==> src/rtl/alu_issue_pkg.sv <==
// -----------------------------------------------------------------------------
// alu_issue_pkg
//   Shared constants and types for the ALU issue unit: ALU select codes,
//   opcode/funct encodings understood by the decoder, and the FSM state type.
// -----------------------------------------------------------------------------
package alu_issue_pkg;

   // ALU select codes
   localparam logic [2:0] ALU_ADD = 3'b000;
   localparam logic [2:0] ALU_SUB = 3'b001;
   localparam logic [2:0] ALU_AND = 3'b010;
   localparam logic [2:0] ALU_OR  = 3'b011;
   localparam logic [2:0] ALU_NOR = 3'b100;
   localparam logic [2:0] ALU_XOR = 3'b101;
   localparam logic [2:0] ALU_EQ  = 3'b110;
   localparam logic [2:0] ALU_LT  = 3'b111;

   // Opcodes
   localparam logic [5:0] OP_RTYPE = 6'h00;
   localparam logic [5:0] OP_BEQ   = 6'h04;
   localparam logic [5:0] OP_BNE   = 6'h05;
   localparam logic [5:0] OP_ADDI  = 6'h08;
   localparam logic [5:0] OP_ADDIU = 6'h09;
   localparam logic [5:0] OP_SLTI  = 6'h0A;
   localparam logic [5:0] OP_SLTIU = 6'h0B;
   localparam logic [5:0] OP_ANDI  = 6'h0C;
   localparam logic [5:0] OP_ORI   = 6'h0D;
   localparam logic [5:0] OP_XORI  = 6'h0E;

   // R-type funct codes
   localparam logic [5:0] FN_ADD  = 6'h20;
   localparam logic [5:0] FN_ADDU = 6'h21;
   localparam logic [5:0] FN_SUB  = 6'h22;
   localparam logic [5:0] FN_SUBU = 6'h23;
   localparam logic [5:0] FN_AND  = 6'h24;
   localparam logic [5:0] FN_OR   = 6'h25;
   localparam logic [5:0] FN_XOR  = 6'h26;
   localparam logic [5:0] FN_NOR  = 6'h27;
   localparam logic [5:0] FN_SLT  = 6'h2A;
   localparam logic [5:0] FN_SLTU = 6'h2B;

   typedef enum logic [1:0] {
      IDLE = 2'd0,
      EXEC = 2'd1,
      DONE = 2'd2
   } state_e;

endpackage

==> src/rtl/alu_issue_decode.sv <==
// -----------------------------------------------------------------------------
// alu_issue_decode
//   Combinational decoder: maps opcode/funct (plus imm and rt value) to the ALU
//   select code and the second ALU operand, and flags unlisted encodings.
//   Ports:
//     opcode_i, funct_i : instruction opcode / funct field
//     imm_i             : 16-bit immediate
//     rt_i              : rt register value
//     sel_o             : 3-bit ALU select
//     op2_o             : ALU operand 2 (rt, sign- or zero-extended imm)
//     illegal_o         : 1 when the opcode/funct pair is not recognised
// -----------------------------------------------------------------------------
module alu_issue_decode
   import alu_issue_pkg::*;
#(
   parameter int DATA_W = 32
) (
   input  logic [5:0]        opcode_i,
   input  logic [5:0]        funct_i,
   input  logic [15:0]       imm_i,
   input  logic [DATA_W-1:0] rt_i,
   output logic [2:0]        sel_o,
   output logic [DATA_W-1:0] op2_o,
   output logic              illegal_o
);

   localparam int EXT_W = DATA_W - 16;

   logic [DATA_W-1:0] imm_sext;
   logic [DATA_W-1:0] imm_zext;

   assign imm_sext = {{EXT_W{imm_i[15]}}, imm_i};
   assign imm_zext = {{EXT_W{1'b0}}, imm_i};

   always_comb begin
      // NOTE: every output gets a default before the case so no path can leave
      // it unassigned; otherwise synthesis infers a latch.
      sel_o     = ALU_ADD;
      op2_o     = rt_i;
      illegal_o = 1'b0;
      unique case (opcode_i)
         OP_RTYPE: begin
            unique case (funct_i)
               FN_ADD, FN_ADDU: sel_o = ALU_ADD;
               FN_SUB, FN_SUBU: sel_o = ALU_SUB;
               FN_AND:          sel_o = ALU_AND;
               FN_OR:           sel_o = ALU_OR;
               FN_XOR:          sel_o = ALU_XOR;
               FN_NOR:          sel_o = ALU_NOR;
               FN_SLT, FN_SLTU: sel_o = ALU_LT;
               default:         illegal_o = 1'b1;
            endcase
         end
         OP_ADDI, OP_ADDIU: begin sel_o = ALU_ADD; op2_o = imm_sext; end
         OP_SLTI, OP_SLTIU: begin sel_o = ALU_LT;  op2_o = imm_sext; end
         OP_ANDI:           begin sel_o = ALU_AND; op2_o = imm_zext; end
         OP_ORI:            begin sel_o = ALU_OR;  op2_o = imm_zext; end
         OP_XORI:           begin sel_o = ALU_XOR; op2_o = imm_zext; end
         OP_BEQ, OP_BNE:    sel_o = ALU_SUB;
         default:           illegal_o = 1'b1;
      endcase
   end

endmodule

==> src/rtl/alu_issue_unit.sv <==
// -----------------------------------------------------------------------------
// alu_issue_unit
//   Issue-side partner of the datapath ALU. Accepts a decoded op over an
//   in_valid/in_ready handshake, drives registered operands/select to the ALU,
//   captures the ALU result one cycle later and offers it downstream over an
//   out_valid/out_ready handshake. FSM: IDLE -> EXEC -> DONE.
//   Ports:
//     clk, rst                     : clock, synchronous active-high reset
//     in_valid/in_ready            : upstream handshake
//     in_opcode/in_funct/in_imm    : instruction fields
//     in_rs_val/in_rt_val/in_tag   : operands and destination tag
//     alu_inp1/alu_inp2/alu_sel    : registered ALU inputs
//     alu_out/alu_zero             : combinational ALU result / zero flag
//     out_valid/out_ready          : downstream handshake
//     out_result/out_zero/out_tag  : captured result, zero flag and tag
//     out_illegal                  : only with ALU_ISSUE_ILLEGAL_TRAP_EN
//   Build option ALU_ISSUE_ILLEGAL_TRAP_EN: unlisted ops complete with
//   out_illegal=1 and a zero result instead of executing as add.
// -----------------------------------------------------------------------------
module alu_issue_unit
   import alu_issue_pkg::*;
#(
   parameter int DATA_W = 32,
   parameter int TAG_W  = 5
) (
   input  logic              clk,
   input  logic              rst,
   input  logic              in_valid,
   output logic              in_ready,
   input  logic [5:0]        in_opcode,
   input  logic [5:0]        in_funct,
   input  logic [DATA_W-1:0] in_rs_val,
   input  logic [DATA_W-1:0] in_rt_val,
   input  logic [15:0]       in_imm,
   input  logic [TAG_W-1:0]  in_tag,
   output logic [DATA_W-1:0] alu_inp1,
   output logic [DATA_W-1:0] alu_inp2,
   output logic [2:0]        alu_sel,
   input  logic [DATA_W-1:0] alu_out,
   input  logic              alu_zero,
   output logic              out_valid,
   input  logic              out_ready,
   output logic [DATA_W-1:0] out_result,
   output logic              out_zero,
   output logic [TAG_W-1:0]  out_tag
`ifdef ALU_ISSUE_ILLEGAL_TRAP_EN
   ,
   output logic              out_illegal
`endif
);

   state_e            state_q;
   logic [DATA_W-1:0] alu_inp1_q;
   logic [DATA_W-1:0] alu_inp2_q;
   logic [2:0]        alu_sel_q;
   logic [TAG_W-1:0]  tag_q;
   logic [DATA_W-1:0] out_result_q;
   logic              out_zero_q;
   logic              out_valid_q;
   logic [TAG_W-1:0]  out_tag_q;

   logic [2:0]        sel_d;
   logic [DATA_W-1:0] op2_d;
   logic              illegal_d;
   logic              accept;

   alu_issue_decode #(.DATA_W(DATA_W)) u_decode (
      .opcode_i  (in_opcode),
      .funct_i   (in_funct),
      .imm_i     (in_imm),
      .rt_i      (in_rt_val),
      .sel_o     (sel_d),
      .op2_o     (op2_d),
      .illegal_o (illegal_d)
   );

   // A finished result frees the unit in the same cycle it is taken downstream.
   assign in_ready = (state_q == IDLE) | ((state_q == DONE) & out_ready);
   assign accept   = in_valid & in_ready;

`ifdef ALU_ISSUE_ILLEGAL_TRAP_EN
   logic illegal_q;
   logic out_illegal_q;
   assign out_illegal = out_illegal_q;
`else
   // Unlisted ops simply execute as add; the flag has no consumer here.
   logic unused_illegal;
   assign unused_illegal = illegal_d;
`endif

   always_ff @(posedge clk) begin
      // NOTE: state is updated with non-blocking assignments so every register
      // samples pre-edge values regardless of statement order.
      if (rst) begin
         state_q      <= IDLE;
         alu_inp1_q   <= '0;
         alu_inp2_q   <= '0;
         alu_sel_q    <= ALU_ADD;
         tag_q        <= '0;
         out_result_q <= '0;
         out_zero_q   <= 1'b0;
         out_valid_q  <= 1'b0;
         out_tag_q    <= '0;
`ifdef ALU_ISSUE_ILLEGAL_TRAP_EN
         illegal_q     <= 1'b0;
         out_illegal_q <= 1'b0;
`endif
      end else begin
         // ALU inputs only move on an accept edge and are held otherwise.
         if (accept) begin
            alu_inp1_q <= in_rs_val;
            alu_inp2_q <= op2_d;
            alu_sel_q  <= sel_d;
            tag_q      <= in_tag;
`ifdef ALU_ISSUE_ILLEGAL_TRAP_EN
            illegal_q  <= illegal_d;
`endif
         end
         unique case (state_q)
            IDLE: begin
               if (in_valid) state_q <= EXEC;
            end
            EXEC: begin
`ifdef ALU_ISSUE_ILLEGAL_TRAP_EN
               if (illegal_q) begin
                  out_result_q <= '0;
                  out_zero_q   <= 1'b0;
               end else begin
                  out_result_q <= alu_out;
                  out_zero_q   <= alu_zero;
               end
               out_illegal_q <= illegal_q;
`else
               out_result_q <= alu_out;
               out_zero_q   <= alu_zero;
`endif
               out_tag_q   <= tag_q;
               out_valid_q <= 1'b1;
               state_q     <= DONE;
            end
            DONE: begin
               if (out_ready) begin
                  out_valid_q <= 1'b0;
                  state_q     <= in_valid ? EXEC : IDLE;
               end
            end
            default: state_q <= IDLE;
         endcase
      end
   end

   assign alu_inp1   = alu_inp1_q;
   assign alu_inp2   = alu_inp2_q;
   assign alu_sel    = alu_sel_q;
   assign out_valid  = out_valid_q;
   assign out_result = out_result_q;
   assign out_zero   = out_zero_q;
   assign out_tag    = out_tag_q;

endmodule

==> config.mk <==
export PLATFORM = sky130hd
export DESIGN_NAME = alu_issue_unit
export DESIGN_NICKNAME = d
export VERILOG_FILES = /design/src/rtl/alu_issue_pkg.sv /design/src/rtl/alu_issue_decode.sv /design/src/rtl/alu_issue_unit.sv
export SDC_FILE = /design/constraint.sdc
export NUM_CORES = 1
export LEC_CHECK = 0
export CAP_MARGIN = 10
export CORE_UTILIZATION = 35
export CTS_BUF_LIST = sky130_fd_sc_hd__clkbuf_8
export DETAILED_ROUTE_END_ITERATION = 8
export PLACE_DENSITY = 0.67
export SLEW_MARGIN = 20
export SYNTH_ARGS = -nofsm -noshare
export SYNTH_HDL_FRONTEND = slang
export SYNTH_HIERARCHICAL = 1
export SYNTH_SLANG_ARGS = --single-unit
==> constraint.sdc <==
create_clock -name clk -period 1.8 [get_ports clk]
set_input_delay 0.36 -clock clk [delete_from_list [all_inputs] [get_ports clk]]
set_output_delay 0.36 -clock clk [all_outputs]
set_load 0.03 [all_outputs]
### Word level (Yosys, flattened, before mapping)

Cells that the tools add are included.

* eq/ne operators: 21
* multiplexer cells: 9
* bitwise gates (word level): 3
* reduce and logical (&&, ||, !) cells: 11

Operators with widths (count)
* 32-bit one-hot mux with 2 select lines: 1
* 6-bit == test, second input constant: 8
* 6-bit by 4-bit == test with 1-bit output, second input constant: 7
* 3-bit one-hot mux with 6 select lines: 2
* 6-bit by 3-bit == test with 1-bit output, second input constant: 2
* 2-bit OR reduction: 4
* 6-bit logical NOT: 1
* 2-bit one-hot mux with 3 select lines: 1
* 2-bit two-way mux: 2
* 2-bit inequality test, second input constant: 2
* 2-bit AND reduction: 2
* 4-bit OR reduction: 1
* 3-bit OR reduction: 1
* 1-bit bitwise AND: 2
* 2-bit by 1-bit == test with 1-bit output, second input constant: 1
* 2-bit == test, second input constant: 1
* 2-bit logical NOT: 1
* 1-bit two-way mux: 2
* 1-bit one-hot mux with 2 select lines: 1
* 2-bit nonzero test: 1
* 1-bit OR: 1

* bits in registers: 113
* output and inout bits: 107

### Logic depth before layout (Yosys ltp)

* depth in word-level cells: 4
* gate-level depth with buffers: 7
* depth with buffers taken out: 5

### Modules after synthesis

The synthesis kept the hierarchy.

Modules (own cells, without submodules)
* alu_issue_unit: instances 1, cells an instance 490, area an instance 4718.3 µm²
* alu_issue_decode: instances 1, cells an instance 67, area an instance 615.6 µm²

### Worst setup path before layout

Ideal clock, no wire load.

* kind: input to register
* start point: input in_opcode[5]
* end point: register alu_inp2_q[10] (netlist: alu_inp2[10])
* arrival time: 1217 ps
* setup slack: 465 ps
* stages on the path: 6
* buffers on the path: 1
* path through: nor2_2 > nand3_4 > buf_8 > mux2_4 > nand2b_1 > mux2i_1

* longest elaborated chain between the ends: 3
* elaborated cells between the ends (all ways): 10
* classes of those cells: eq/ne: 7; mux: 1; reduce/logical: 2

RTL lines
* start, declared: line alu_issue_unit.sv:30 `input logic [5:0] in_opcode,`
* 6-bit by 4-bit == test with 1-bit output
* 4-bit OR reduction (no line) / 3-bit OR reduction (equally long branches)
* 32-bit one-hot mux with 2 select lines *: line alu_issue_decode.sv:41 `unique case (opcode_i)`
* named net op2_d[10]: line alu_issue_unit.sv:63 `logic [DATA_W-1:0] op2_d;`
* end signal, assigned: line alu_issue_unit.sv:112 `alu_inp2_q <= op2_d;`
* end, declared: line alu_issue_unit.sv:54 `logic [DATA_W-1:0] alu_inp2_q;`

The timed path passes the listed nets; every way through them passes the cells marked *.
A chain may end at the register's enable or synchronous reset.

### Final worst setup path

* start point: input out_ready
* end point: output in_ready

* longest elaborated chain between the ends: 2

RTL lines
* start, declared: line alu_issue_unit.sv:42 `input logic out_ready,`
* 1-bit bitwise AND: line alu_issue_unit.sv:78 `assign in_ready = (state_q == IDLE) | ((state_q == DONE) & out_ready);`
* 1-bit OR: line alu_issue_unit.sv:78
* end, declared: line alu_issue_unit.sv:29 `output logic in_ready,`

No other way between the ends.

==> impl_metrics.csv <==
group,metric,value,unit
run_status,status,"finished, violations left",
run_status,violations,"DRC",
place,dpl_cell_area,7940,sq um
setup_path,reg2reg_from,"state_q[1]$_SDFFE_PP0P_",
cts,clk_latency,0.42,ns
sta,fmax,0.605,GHz
global_routing,overflow,0,
setup_path,start_kind,"input pin",
final_layout,final_common_cell,"nand2b_1",
floorplan,coreArea,14600,sq um
synthesis,yosys_warnings,6,
cts,postCtsSetupBuffers,0,
synthesis,synth_cells,553,
place,io_buffer_count,240,
worst_hold_path,whs_path_depth,3,
final_layout,diodes,0,
final_layout,layout.nets,929,
sta,finClkSkew,0.00621,ns
run,maxCapViolCount,0,
sta,finalHoldViolCount,0,
floorplan,start_util,0.362,
global_routing,grt_max_degree,94,
sta,grt_setup_unrepaired,"false",
sta,tightest_slew,0.380,ns
drt,post_drt_wl_per_cell,14.1,um
pwr,p_total,6.97,mW
sta,period_share,0.918,
place,place_congestion,0.817,
global_routing,grtUsageTotal,0.184,
setup_path,cp.arrival,1.29,ns
drt,first_iter_violations,195,
floorplan,dieArea,15700,sq um
pwr,vdd_drop_max,0.000399,V
pwr,power_density,841,nW/um^2
place,dp_hpwl,10300,um
cts,cts_tree,"built",
worst_hold_path,hold_path.startpoint,"rst",
sta,fin_ws,0.148,ns
global_routing,antenna_found_initial,0,
cts,clk_pin_slew,0.07,ns
setup_path,reg2reg_depth,5,
floorplan,die_w,125,um
cts,cts.htree.levels,4,
cts,cts-root-buf,"clkbuf_8",
sta,setup_viol,0,
drt,drt-total-wl,13900,um
sta,drv_slew,0,
place,place_inst,960,
final_layout,drive_gt1_frac,0.0990,
floorplan,io_pins,241,
setup_path,crit_fanout,3,
synthesis,synth.cell_area,5310,sq um
drt,via_per_inst,4.59,
setup_path,cp-startpoint,"out_ready",
global_routing,grt_pass1_vias,4680,
drt,drc_errors,40,
final_layout,fin_cells,992,
final_layout,layout_common_cells,"nand2b_1, clkdlybuf4s50_1, dfxtp_1",
cts,clk_path_buf_depth,2,
place,place_ws,-0.120,ns
drt,firstDrtPassIters,6,
synthesis,avgSynthCellArea,9.60,sq um
drt,vias,4549,
drt,ant_nets,0,
pwr,leakage,3.73,nW
final_layout,synthToLayoutAreaGrowth,56.2,%
floorplan,die_y,125,um
setup_path,cp.required,1.44,ns
floorplan,rows,44,
worst_hold_path,hold_path_class,"input pin to flip-flop",
global_routing,grt_pass1_wl,23000,um
cts,cts_sinks,113,
sta,slew_headroom,0.748,
synthesis,syn_nets,687,
setup_path,worst_setup_path_end_kind,"output pin",
cts,cts_buffers,17,
setup_path,crit_type,"input pin to output pin",
final_layout,final_area,8290,sq um
sta,fin_crit,1.65,ns
[final cells by class]
cell class / instances / area, sq um
clock buffer: 20 / 275
clock inverter: 12 / 204
fill: 1325 / 6350
multi-input combinational: 399 / 2720
sequential: 113 / 2260
tap: 184 / 230
timing repair buffer: 264 / 2590
[worst max-delay path, stage by stage]
cell,delay (ns)
clkdlybuf4s50_1,0.57
nor2b_4,0.07
nor2_1,0.11
buf_4,0.18
[routing by layer]
metal  GRT usage  up-vias  share of wire  wire (um)
met5           0        -              0          0
met4      0.0667        0          0.015        212
met3      0.0796       20           0.11       1490
met2       0.307      181           0.46       6380
met1       0.208     2049           0.42       5870
li1            -     2299              -          -
[what timing repair did]
item	in CTS	in global routing
endpoints found under the setup margin	106	0
hold buffers	0	0
gates resized for setup	106	0
[path summary, 6_finish.rpt]
path,slack (ns),endpoint
worst max-delay path,0.15,in_ready
worst min-delay path,0.45,out_result[6]$_SDFFE_PP0P_
worst max register to register,0.42,alu_inp2[1]$_SDFFE_PP0P_
worst min register to register,0.45,out_result[13]$_SDFFE_PP0P_
[registers in the layout (all words and copies together), names as in the netlist]
| register | cells |
|---|---|
| state_q | 2 |
| out_zero | 1 |
| alu_inp1 | 32 |
| alu_inp2 | 32 |
| out_tag | 5 |
| out_valid | 1 |
| out_result | 32 |
| alu_sel | 3 |
| tag_q | 5 |
[power by group]
| part | switching (mW) | internal, mW |
|---|---|---|
| clock network | 1.06 | 1.77 |
| registers | 0.0806 | 2.66 |
| logic | 0.696 | 0.718 |
[per-stage QoR]
| stage | util | TNS, ns | hold WS (ns) |
|---|---|---|---|
| 3_3_place_gp | 0.542 | -3.43 | 0.441 |
| 5_1_grt | 0.566 | 0 | 0.446 |
| 6_report | 0.566 | 0 | 0.448 |
| 3_5_place_dp | 0.542 | -5.42 | 0.446 |
| 2_1_floorplan | - | 0 | 0.432 |
| 4_1_cts | 0.566 | 0 | 0.403 |
Note: power is estimated with default switching activity, not from simulation.
